## config.mk

```make
export PLATFORM = sky130hd
export DESIGN_NAME = mult_div_unit_flat
export DESIGN_NICKNAME = d
export VERILOG_FILES = /design/src/rtl/mult_div_unit_if.sv /design/src/rtl/mult_div_unit.sv /design/src/flat_wrapper.sv
export SDC_FILE = /design/constraint.sdc
export NUM_CORES = 1
export LEC_CHECK = 0
export BUFFER_PORTS_ARGS = -buffer_cell sky130_fd_sc_hd__buf_2
export CELL_PAD_IN_SITES_DETAIL_PLACEMENT = 1
export CELL_PAD_IN_SITES_GLOBAL_PLACEMENT = 1
export CORE_UTILIZATION = 47
export CTS_CLUSTER_SIZE = 25
export DETAILED_ROUTE_END_ITERATION = 6
export PLACE_DENSITY_LB_ADDON = 0.1
export SYNTH_ARGS = -nofsm -noshare
export SYNTH_HDL_FRONTEND = slang
export SYNTH_SLANG_ARGS = --single-unit
```

## constraint.sdc

```tcl
create_clock -name clk -period 7.3 [get_ports clk]
set_input_delay 1.095 -clock clk [delete_from_list [all_inputs] [get_ports clk]]
set_output_delay 1.095 -clock clk [all_outputs]
set_load 0.03 [all_outputs]
```

## src/rtl/mult_div_unit_if.sv

```systemverilog
`default_nettype none
// +----------------------------------------------------------------------+
// | mult_div_unit_if                                                     |
// | Request/result bundle between the EX-stage control and the MDU.      |
// | Rev 1.0 - initial release                                            |
// +----------------------------------------------------------------------+
interface mult_div_unit_if #(
  parameter int WIDTH = 32
) ();
  logic             start;
  logic             op_div;
  logic             op_sign;
  logic [WIDTH-1:0] a;
  logic [WIDTH-1:0] b;
  logic             flush;
  logic             hi_we;
  logic             lo_we;
  logic [WIDTH-1:0] wdata;
  logic             busy;
  logic             done;
  logic             div_zero;
  logic [WIDTH-1:0] hi;
  logic [WIDTH-1:0] lo;

  modport master (
    output start, op_div, op_sign, a, b, flush, hi_we, lo_we, wdata,
    input  busy, done, div_zero, hi, lo
  );

  modport slave (
    input  start, op_div, op_sign, a, b, flush, hi_we, lo_we, wdata,
    output busy, done, div_zero, hi, lo
  );
endinterface
`default_nettype wire

```

## src/rtl/mult_div_unit.sv

```systemverilog
`default_nettype none
// +----------------------------------------------------------------------+
// | mult_div_unit                                                        |
// | Multi-cycle radix-2 multiply/divide unit with HI/LO registers.       |
// | Divide datapath is built only when MDU_DIV_EN is defined.            |
// | Rev 1.0 - initial release                                            |
// +----------------------------------------------------------------------+
module mult_div_unit #(
  parameter int WIDTH = 32,
  parameter int CNT_W = $clog2(WIDTH + 1)
) (
  input  logic            clk,
  input  logic            reset,
  mult_div_unit_if.slave  bus
);

  typedef enum logic [1:0] {
    S_IDLE = 2'd0,
    S_CALC = 2'd1,
    S_FIX  = 2'd2
  } state_t;

  state_t               r_state;
  state_t               w_next;
  logic [CNT_W-1:0]     r_cnt;
  logic [2*WIDTH-1:0]   r_acc;
  logic [WIDTH-1:0]     r_opm;
  logic                 r_neg_q;
  logic                 r_done;
  logic                 r_div_zero;
  logic [WIDTH-1:0]     r_hi;
  logic [WIDTH-1:0]     r_lo;

  logic                 w_start_ok;
  logic                 w_launch;
  logic                 w_nodiv;
  logic                 w_a_neg;
  logic                 w_b_neg;
  logic [WIDTH-1:0]     w_a_mag;
  logic [WIDTH-1:0]     w_b_mag;
  logic [WIDTH:0]       w_msum;
  logic [2*WIDTH-1:0]   w_mstep;
  logic [2*WIDTH-1:0]   w_prod;
  logic [WIDTH-1:0]     w_fix_hi;
  logic [WIDTH-1:0]     w_fix_lo;
  logic                 w_fix_dz;

  assign w_start_ok = (r_state == S_IDLE) && bus.start && !bus.flush;

`ifdef MDU_DIV_EN
  logic                 r_is_div;
  logic                 r_neg_r;
  logic                 r_dz;
  logic [WIDTH-1:0]     r_dvd;
  logic [WIDTH:0]       w_rem;
  logic [WIDTH:0]       w_diff;
  logic                 w_ge;
  logic [2*WIDTH-1:0]   w_dstep;

  assign w_launch = w_start_ok;
  assign w_nodiv  = 1'b0;

  // Restoring step: borrow out of the (WIDTH+1)-bit subtract means "keep remainder"
  assign w_rem   = {r_acc[2*WIDTH-1:WIDTH], r_acc[WIDTH-1]};
  assign w_diff  = w_rem - {1'b0, r_opm};
  assign w_ge    = ~w_diff[WIDTH];
  assign w_dstep = {(w_ge ? w_diff[WIDTH-1:0] : w_rem[WIDTH-1:0]), r_acc[WIDTH-2:0], w_ge};
`else
  assign w_launch = w_start_ok && !bus.op_div;
  assign w_nodiv  = w_start_ok && bus.op_div;
`endif

  assign w_a_neg = bus.op_sign & bus.a[WIDTH-1];
  assign w_b_neg = bus.op_sign & bus.b[WIDTH-1];
  assign w_a_mag = w_a_neg ? (~bus.a + 1'b1) : bus.a;
  assign w_b_mag = w_b_neg ? (~bus.b + 1'b1) : bus.b;

  // Multiplier sits in the low half and shifts out as partial sums shift in
  assign w_msum  = {1'b0, r_acc[2*WIDTH-1:WIDTH]} + (r_acc[0] ? {1'b0, r_opm} : {(WIDTH+1){1'b0}});
  assign w_mstep = {w_msum, r_acc[WIDTH-1:1]};

  always_comb begin
    w_prod   = r_neg_q ? (~r_acc + 1'b1) : r_acc;
    w_fix_hi = w_prod[2*WIDTH-1:WIDTH];
    w_fix_lo = w_prod[WIDTH-1:0];
    w_fix_dz = 1'b0;
`ifdef MDU_DIV_EN
    if (r_is_div) begin
      w_fix_dz = r_dz;
      if (r_dz) begin
        w_fix_hi = r_dvd;
        w_fix_lo = '1;
      end else begin
        w_fix_lo = r_neg_q ? (~r_acc[WIDTH-1:0] + 1'b1) : r_acc[WIDTH-1:0];
        w_fix_hi = r_neg_r ? (~r_acc[2*WIDTH-1:WIDTH] + 1'b1) : r_acc[2*WIDTH-1:WIDTH];
      end
    end
`endif
  end

  always_ff @(posedge clk or negedge reset) begin
    if (!reset) begin
      r_state <= S_IDLE;
    end else begin
      r_state <= w_next;
    end
  end

  always_comb begin
    w_next = r_state;
    if (bus.flush) begin
      w_next = S_IDLE;
    end else begin
      case (r_state)
        S_IDLE:  if (w_launch) w_next = S_CALC;
        S_CALC:  if (r_cnt == CNT_W'(WIDTH)) w_next = S_FIX;
        S_FIX:   w_next = S_IDLE;
        default: w_next = S_IDLE;
      endcase
    end
  end

  always_ff @(posedge clk or negedge reset) begin
    if (!reset) begin
      r_cnt   <= '0;
      r_acc   <= '0;
      r_opm   <= '0;
      r_neg_q <= 1'b0;
`ifdef MDU_DIV_EN
      r_is_div <= 1'b0;
      r_neg_r  <= 1'b0;
      r_dz     <= 1'b0;
      r_dvd    <= '0;
`endif
    end else if (r_state == S_IDLE) begin
      if (w_launch) begin
        r_cnt   <= '0;
        r_neg_q <= bus.op_sign & (bus.a[WIDTH-1] ^ bus.b[WIDTH-1]);
`ifdef MDU_DIV_EN
        r_is_div <= bus.op_div;
        r_neg_r  <= w_a_neg;
        r_dz     <= bus.op_div && (bus.b == '0);
        r_dvd    <= bus.a;
        if (bus.op_div) begin
          r_acc <= {{WIDTH{1'b0}}, w_a_mag};
          r_opm <= w_b_mag;
        end else begin
          r_acc <= {{WIDTH{1'b0}}, w_b_mag};
          r_opm <= w_a_mag;
        end
`else
        r_acc <= {{WIDTH{1'b0}}, w_b_mag};
        r_opm <= w_a_mag;
`endif
      end
    end else if (r_state == S_CALC && r_cnt != CNT_W'(WIDTH)) begin
      r_cnt <= r_cnt + 1'b1;
`ifdef MDU_DIV_EN
      r_acc <= r_is_div ? w_dstep : w_mstep;
`else
      r_acc <= w_mstep;
`endif
    end
  end

  always_ff @(posedge clk or negedge reset) begin
    if (!reset) begin
      r_hi       <= '0;
      r_lo       <= '0;
      r_done     <= 1'b0;
      r_div_zero <= 1'b0;
    end else begin
      r_done     <= 1'b0;
      r_div_zero <= 1'b0;
      if (r_state == S_FIX && !bus.flush) begin
        r_hi       <= w_fix_hi;
        r_lo       <= w_fix_lo;
        r_done     <= 1'b1;
        r_div_zero <= w_fix_dz;
      end else if (r_state == S_IDLE) begin
        if (bus.hi_we) r_hi <= bus.wdata;
        if (bus.lo_we) r_lo <= bus.wdata;
        r_done <= w_nodiv;
      end
    end
  end

  assign bus.busy     = (r_state == S_CALC);
  assign bus.done     = r_done;
  assign bus.div_zero = r_div_zero;
  assign bus.hi       = r_hi;
  assign bus.lo       = r_lo;

endmodule
`default_nettype wire
```

## src/flat_wrapper.sv

```systemverilog
// flat-port wrapper written by rule: the top's interface ports become plain ports
module mult_div_unit_flat 
#(
  parameter int WIDTH = 32,
  parameter int CNT_W = $clog2(WIDTH + 1)
)
  (clk, reset, bus_start, bus_op_div, bus_op_sign, bus_a, bus_b, bus_flush, bus_hi_we, bus_lo_we, bus_wdata, bus_busy, bus_done, bus_div_zero, bus_hi, bus_lo);
  mult_div_unit_if #(.WIDTH(WIDTH)) bus_i ();
  input  logic clk;
  input  logic reset;
  input wire logic [$bits(bus_i.start)-1:0] bus_start;
  input wire logic [$bits(bus_i.op_div)-1:0] bus_op_div;
  input wire logic [$bits(bus_i.op_sign)-1:0] bus_op_sign;
  input wire logic [$bits(bus_i.a)-1:0] bus_a;
  input wire logic [$bits(bus_i.b)-1:0] bus_b;
  input wire logic [$bits(bus_i.flush)-1:0] bus_flush;
  input wire logic [$bits(bus_i.hi_we)-1:0] bus_hi_we;
  input wire logic [$bits(bus_i.lo_we)-1:0] bus_lo_we;
  input wire logic [$bits(bus_i.wdata)-1:0] bus_wdata;
  output wire logic [$bits(bus_i.busy)-1:0] bus_busy;
  output wire logic [$bits(bus_i.done)-1:0] bus_done;
  output wire logic [$bits(bus_i.div_zero)-1:0] bus_div_zero;
  output wire logic [$bits(bus_i.hi)-1:0] bus_hi;
  output wire logic [$bits(bus_i.lo)-1:0] bus_lo;
  assign bus_i.start = bus_start;
  assign bus_i.op_div = bus_op_div;
  assign bus_i.op_sign = bus_op_sign;
  assign bus_i.a = bus_a;
  assign bus_i.b = bus_b;
  assign bus_i.flush = bus_flush;
  assign bus_i.hi_we = bus_hi_we;
  assign bus_i.lo_we = bus_lo_we;
  assign bus_i.wdata = bus_wdata;
  assign bus_busy = bus_i.busy;
  assign bus_done = bus_i.done;
  assign bus_div_zero = bus_i.div_zero;
  assign bus_hi = bus_i.hi;
  assign bus_lo = bus_i.lo;
  mult_div_unit #(.WIDTH(WIDTH), .CNT_W(CNT_W)) u_core (.clk(clk), .reset(reset), .bus(bus_i));
endmodule
```

==> impl_metrics.csv <==
group,metric,value,unit
global_route,grt_overflow,0,
die,core,0.02446,mm2
synth,synth_common_cells,"dfrtp_1 (170), o21ai_0 (161), nand2_1 (157), a21oi_1 (84), clkbuf_1 (76)",
worst_setup_path,critPathCaptureType,"flop",
timing,finalWorstSetupSlack,3202,ps
synth,synthFlopType,"dfrtp_1",
synth,yosys.area.top_type_share,36.01,%
clock_tree,clock_sinks,170,
detailed_routing,num_vias,11170,
layout,layout-drive-gt1-share,15.68,%
timing,hold_violations,0,
detailed_routing,drt_pre_antenna_iters,7,
timing,rsz0062_at_grt,"no",
detailed_routing,wl_per_cell,21.18,um
clock_tree,cts_buffers,17,
synth,yosysSeqAreaShare,36.01,%
timing,fmax,244.0,MHz
global_route,grt_max_degree,96,
timing,worst_pin_slew,1150,ps
detailed_routing,detail-route-antenna-nets,0,
synth,yosys.cell_count.top_type,"dfrtp_1",
worst_setup_path,cp_cell_sequence,"and2_1 > ha_1 > inv_1 > fa_1 > nor2b_1 > o2111ai_1 > nand2_1 > a311oi_1 > o41ai_1 > o21ai_0 > a211o_1",
placement,hpwlAfterDp,28.73,mm
timing,clock-skew-final,16.33,ps
synth,synth_edf_count,0,
worst_hold_path,hold_class,"flop to flop",
clock_tree,ctsHoldBuffers,0,
clock_tree,clkLatencyLatePin,440,ps
synth,async_flop_share,100.0,%
power_and_ir_drop,power_density,284.0,mW/mm2
synth,syn_avg_cell_area,8.537,um2
layout,syn_to_final_growth,13.98,%
die,initial_core_util,48.30,%
worst_hold_path,holdPathStages,2,
placement,place.gp.congestion,0.8971,
global_route,grt_pass1_wl,61.32,mm
die,rows,57,
clock_tree,cts_tree,"built",
synth,yosysTopAreaCell,"dfrtp_1",
worst_setup_path,cp.required,7620,ps
worst_setup_path,cp-start-kind,"flop",
layout,nets,1635,
clock_tree,cts_resized,0,
power_and_ir_drop,peakVddDrop,0.0001845,V
synth,synth_cell_types,70,
layout,multi_input_area,0.007173,mm2
timing,finalCritPeriodShare,56.14,%
global_route,grt_usage,30.44,%
worst_setup_path,reg2reg_depth,11,
worst_setup_path,slowest_stage,"o41ai_1",
worst_setup_path,critPathBufInv,1,
die,dieArea,0.02578,mm2
synth,synth_fp_nets,1526,
die,io_pins,171,
worst_setup_path,path_class,"flop to flop",
timing,tns,0,ps
synth,synth-seq-cells,170,
layout,fill_cells,2980,
worst_setup_path,worst-path-max-fanout,37,
timing,drv_slew,0,
placement,pre_cts_slack,3374,ps
clock_tree,cts_buffer_depth,2,
die,die_w,160.6,um
layout,regArea,0.004255,mm2
worst_setup_path,max_stage_delay,960,ps
detailed_routing,totalWireLength,38.79,mm
worst_setup_path,worstPathArrival,4420,ps
clock_tree,clk_pin_slew,70,ps
timing,fin_crit,4098,ps
timing,maxSlewHeadroom,23.33,%
run,max-cap-violations,0,
detailed_routing,route.detailed.drc,0,
detailed_routing,vias_per_cell,6.102,
synth,ys_warn_count,0,
timing,finalSetupViolations,0,
placement,port_buffers,169,
clock_tree,post-cts-setup-buffer-count,0,
global_route,antenna_found_initial,3,
worst_setup_path,critical_path_cell_count,11,
synth,syn_inst,1384,
detailed_routing,first_iter_violations,759,
die,die_h,160.6,um
synth,synth_area_leaders,"dfrtp_1 (36%), o21ai_0 (6.8%), xor2_1 (5.4%), nand2_1 (5.0%), xnor2_1 (4.8%)",
clock_tree,cts_root_buffer,"clkbuf_16",
clock_tree,h-tree-depth,4,
worst_setup_path,critPathTopFamily,"compound AO/OA/AOI/OAI gates",
global_route,grt_pass1_vias,11100,
power_and_ir_drop,power_leakage,5.720,nW
synth,syn_area,0.01182,mm2
status,outcome,"finished, final reports clean",
==> worst reg2reg max path: stages, from the launching register on <==
cell	delay (ps)
dfrtp_1	890
and2_1	240
ha_1	170
inv_1	60
fa_1	400
nor2b_1	160
o2111ai_1	150
nand2_1	200
a311oi_1	200
o41ai_1	960
o21ai_0	260
a211o_1	310
==> power breakdown <==
group          switching (mW)  internal [mW]
clock network           0.425          0.582
registers               0.325           1.13
logic                   0.844          0.521
total                    1.59           2.23
==> stage by stage <==
stage | total power [mW] | util [%] | hold WS [ps] | instances | instance area, um2
finish | 3.825 | 55.05 | 481.2 | 1831 | 13470
global route | 4.040 | 55.05 | 504.9 | 1831 | 13470
CTS | 3.823 | 55.03 | 483.8 | 1829 | 13460
detailed placement | 2.799 | 52.44 | 464.0 | 1798 | 12830
global placement | 2.753 | 52.44 | 456.2 | 1798 | 12830
floorplan | 2.303 | - | 438.3 | 1384 | 11820
==> area by class of cell <==
type	instances	area share, %
multi-input cells	1105	53.27
flip-flops and latches	170	31.60
repair buffers	177	6.773
clock buffers	17	3.159
well taps	324	3.010
clock inverters	14	1.542
inverters	22	0.6132
diodes	2	0.03716
==> sequential cells by signal (all words and copies together) (netlist names) <==
signal,flops
u_core.bus.done,1
u_core.r_acc,64
u_core.bus.lo,32
u_core.r_state,2
u_core.r_opm,32
u_core.r_cnt,6
u_core.bus.hi,32
u_core.r_neg_q,1
==> final timing paths <==
kind	from	endpoint	slack, ps
max in group asynchronous	reset	u_core.r_neg_q	5400
min in group asynchronous	reset	u_core.bus.hi[14]	600
hold / removal	u_core.r_opm[20]	u_core.r_opm[20]	480
hold reg to reg	u_core.r_opm[20]	u_core.r_opm[20]	480
setup / recovery	u_core.r_acc[0]	u_core.r_acc[59]	3200
setup reg to reg	u_core.r_acc[0]	u_core.r_acc[59]	3200
==> cell usage in the layout (no fill, tap or decap), types with 14 or more instances in the layout <==
master / n
nor2b_1: 32
xnor2_1: 65
o31ai_1: 30
nand2_1: 157
clkbuf_16: 17
xor2_1: 73
o41ai_1: 14
a22oi_1: 16
a21oi_1: 84
a211oi_1: 32
dfrtp_1: 169
nor2_1: 65
nand3_1: 40
o21ai_0: 161
or3_1: 15
ha_1: 37
buf_2: 168
mux2i_1: 44
inv_1: 22
nor3_1: 27
and2_1: 35
==> cell families after synthesis <==
family,synth area share (%)
compound gates,22.39
xor+xnor,10.23
fa+ha+maj,4.088
buf+inv,3.569
flops,36.01
mux,3.823
other cells,0.03174
simple gates,19.87
==> metal layers <==
metal  GRT usage, %  vias up  part of all wire, %
li1               -     5245                    -
met1          43.36     5521                   46
met2          46.69      341                   45
met3          4.623       66                  5.4
met4          11.17        0                  3.0
met5              0        -                    0
Note: power is estimated with default switching activity, not from simulation.
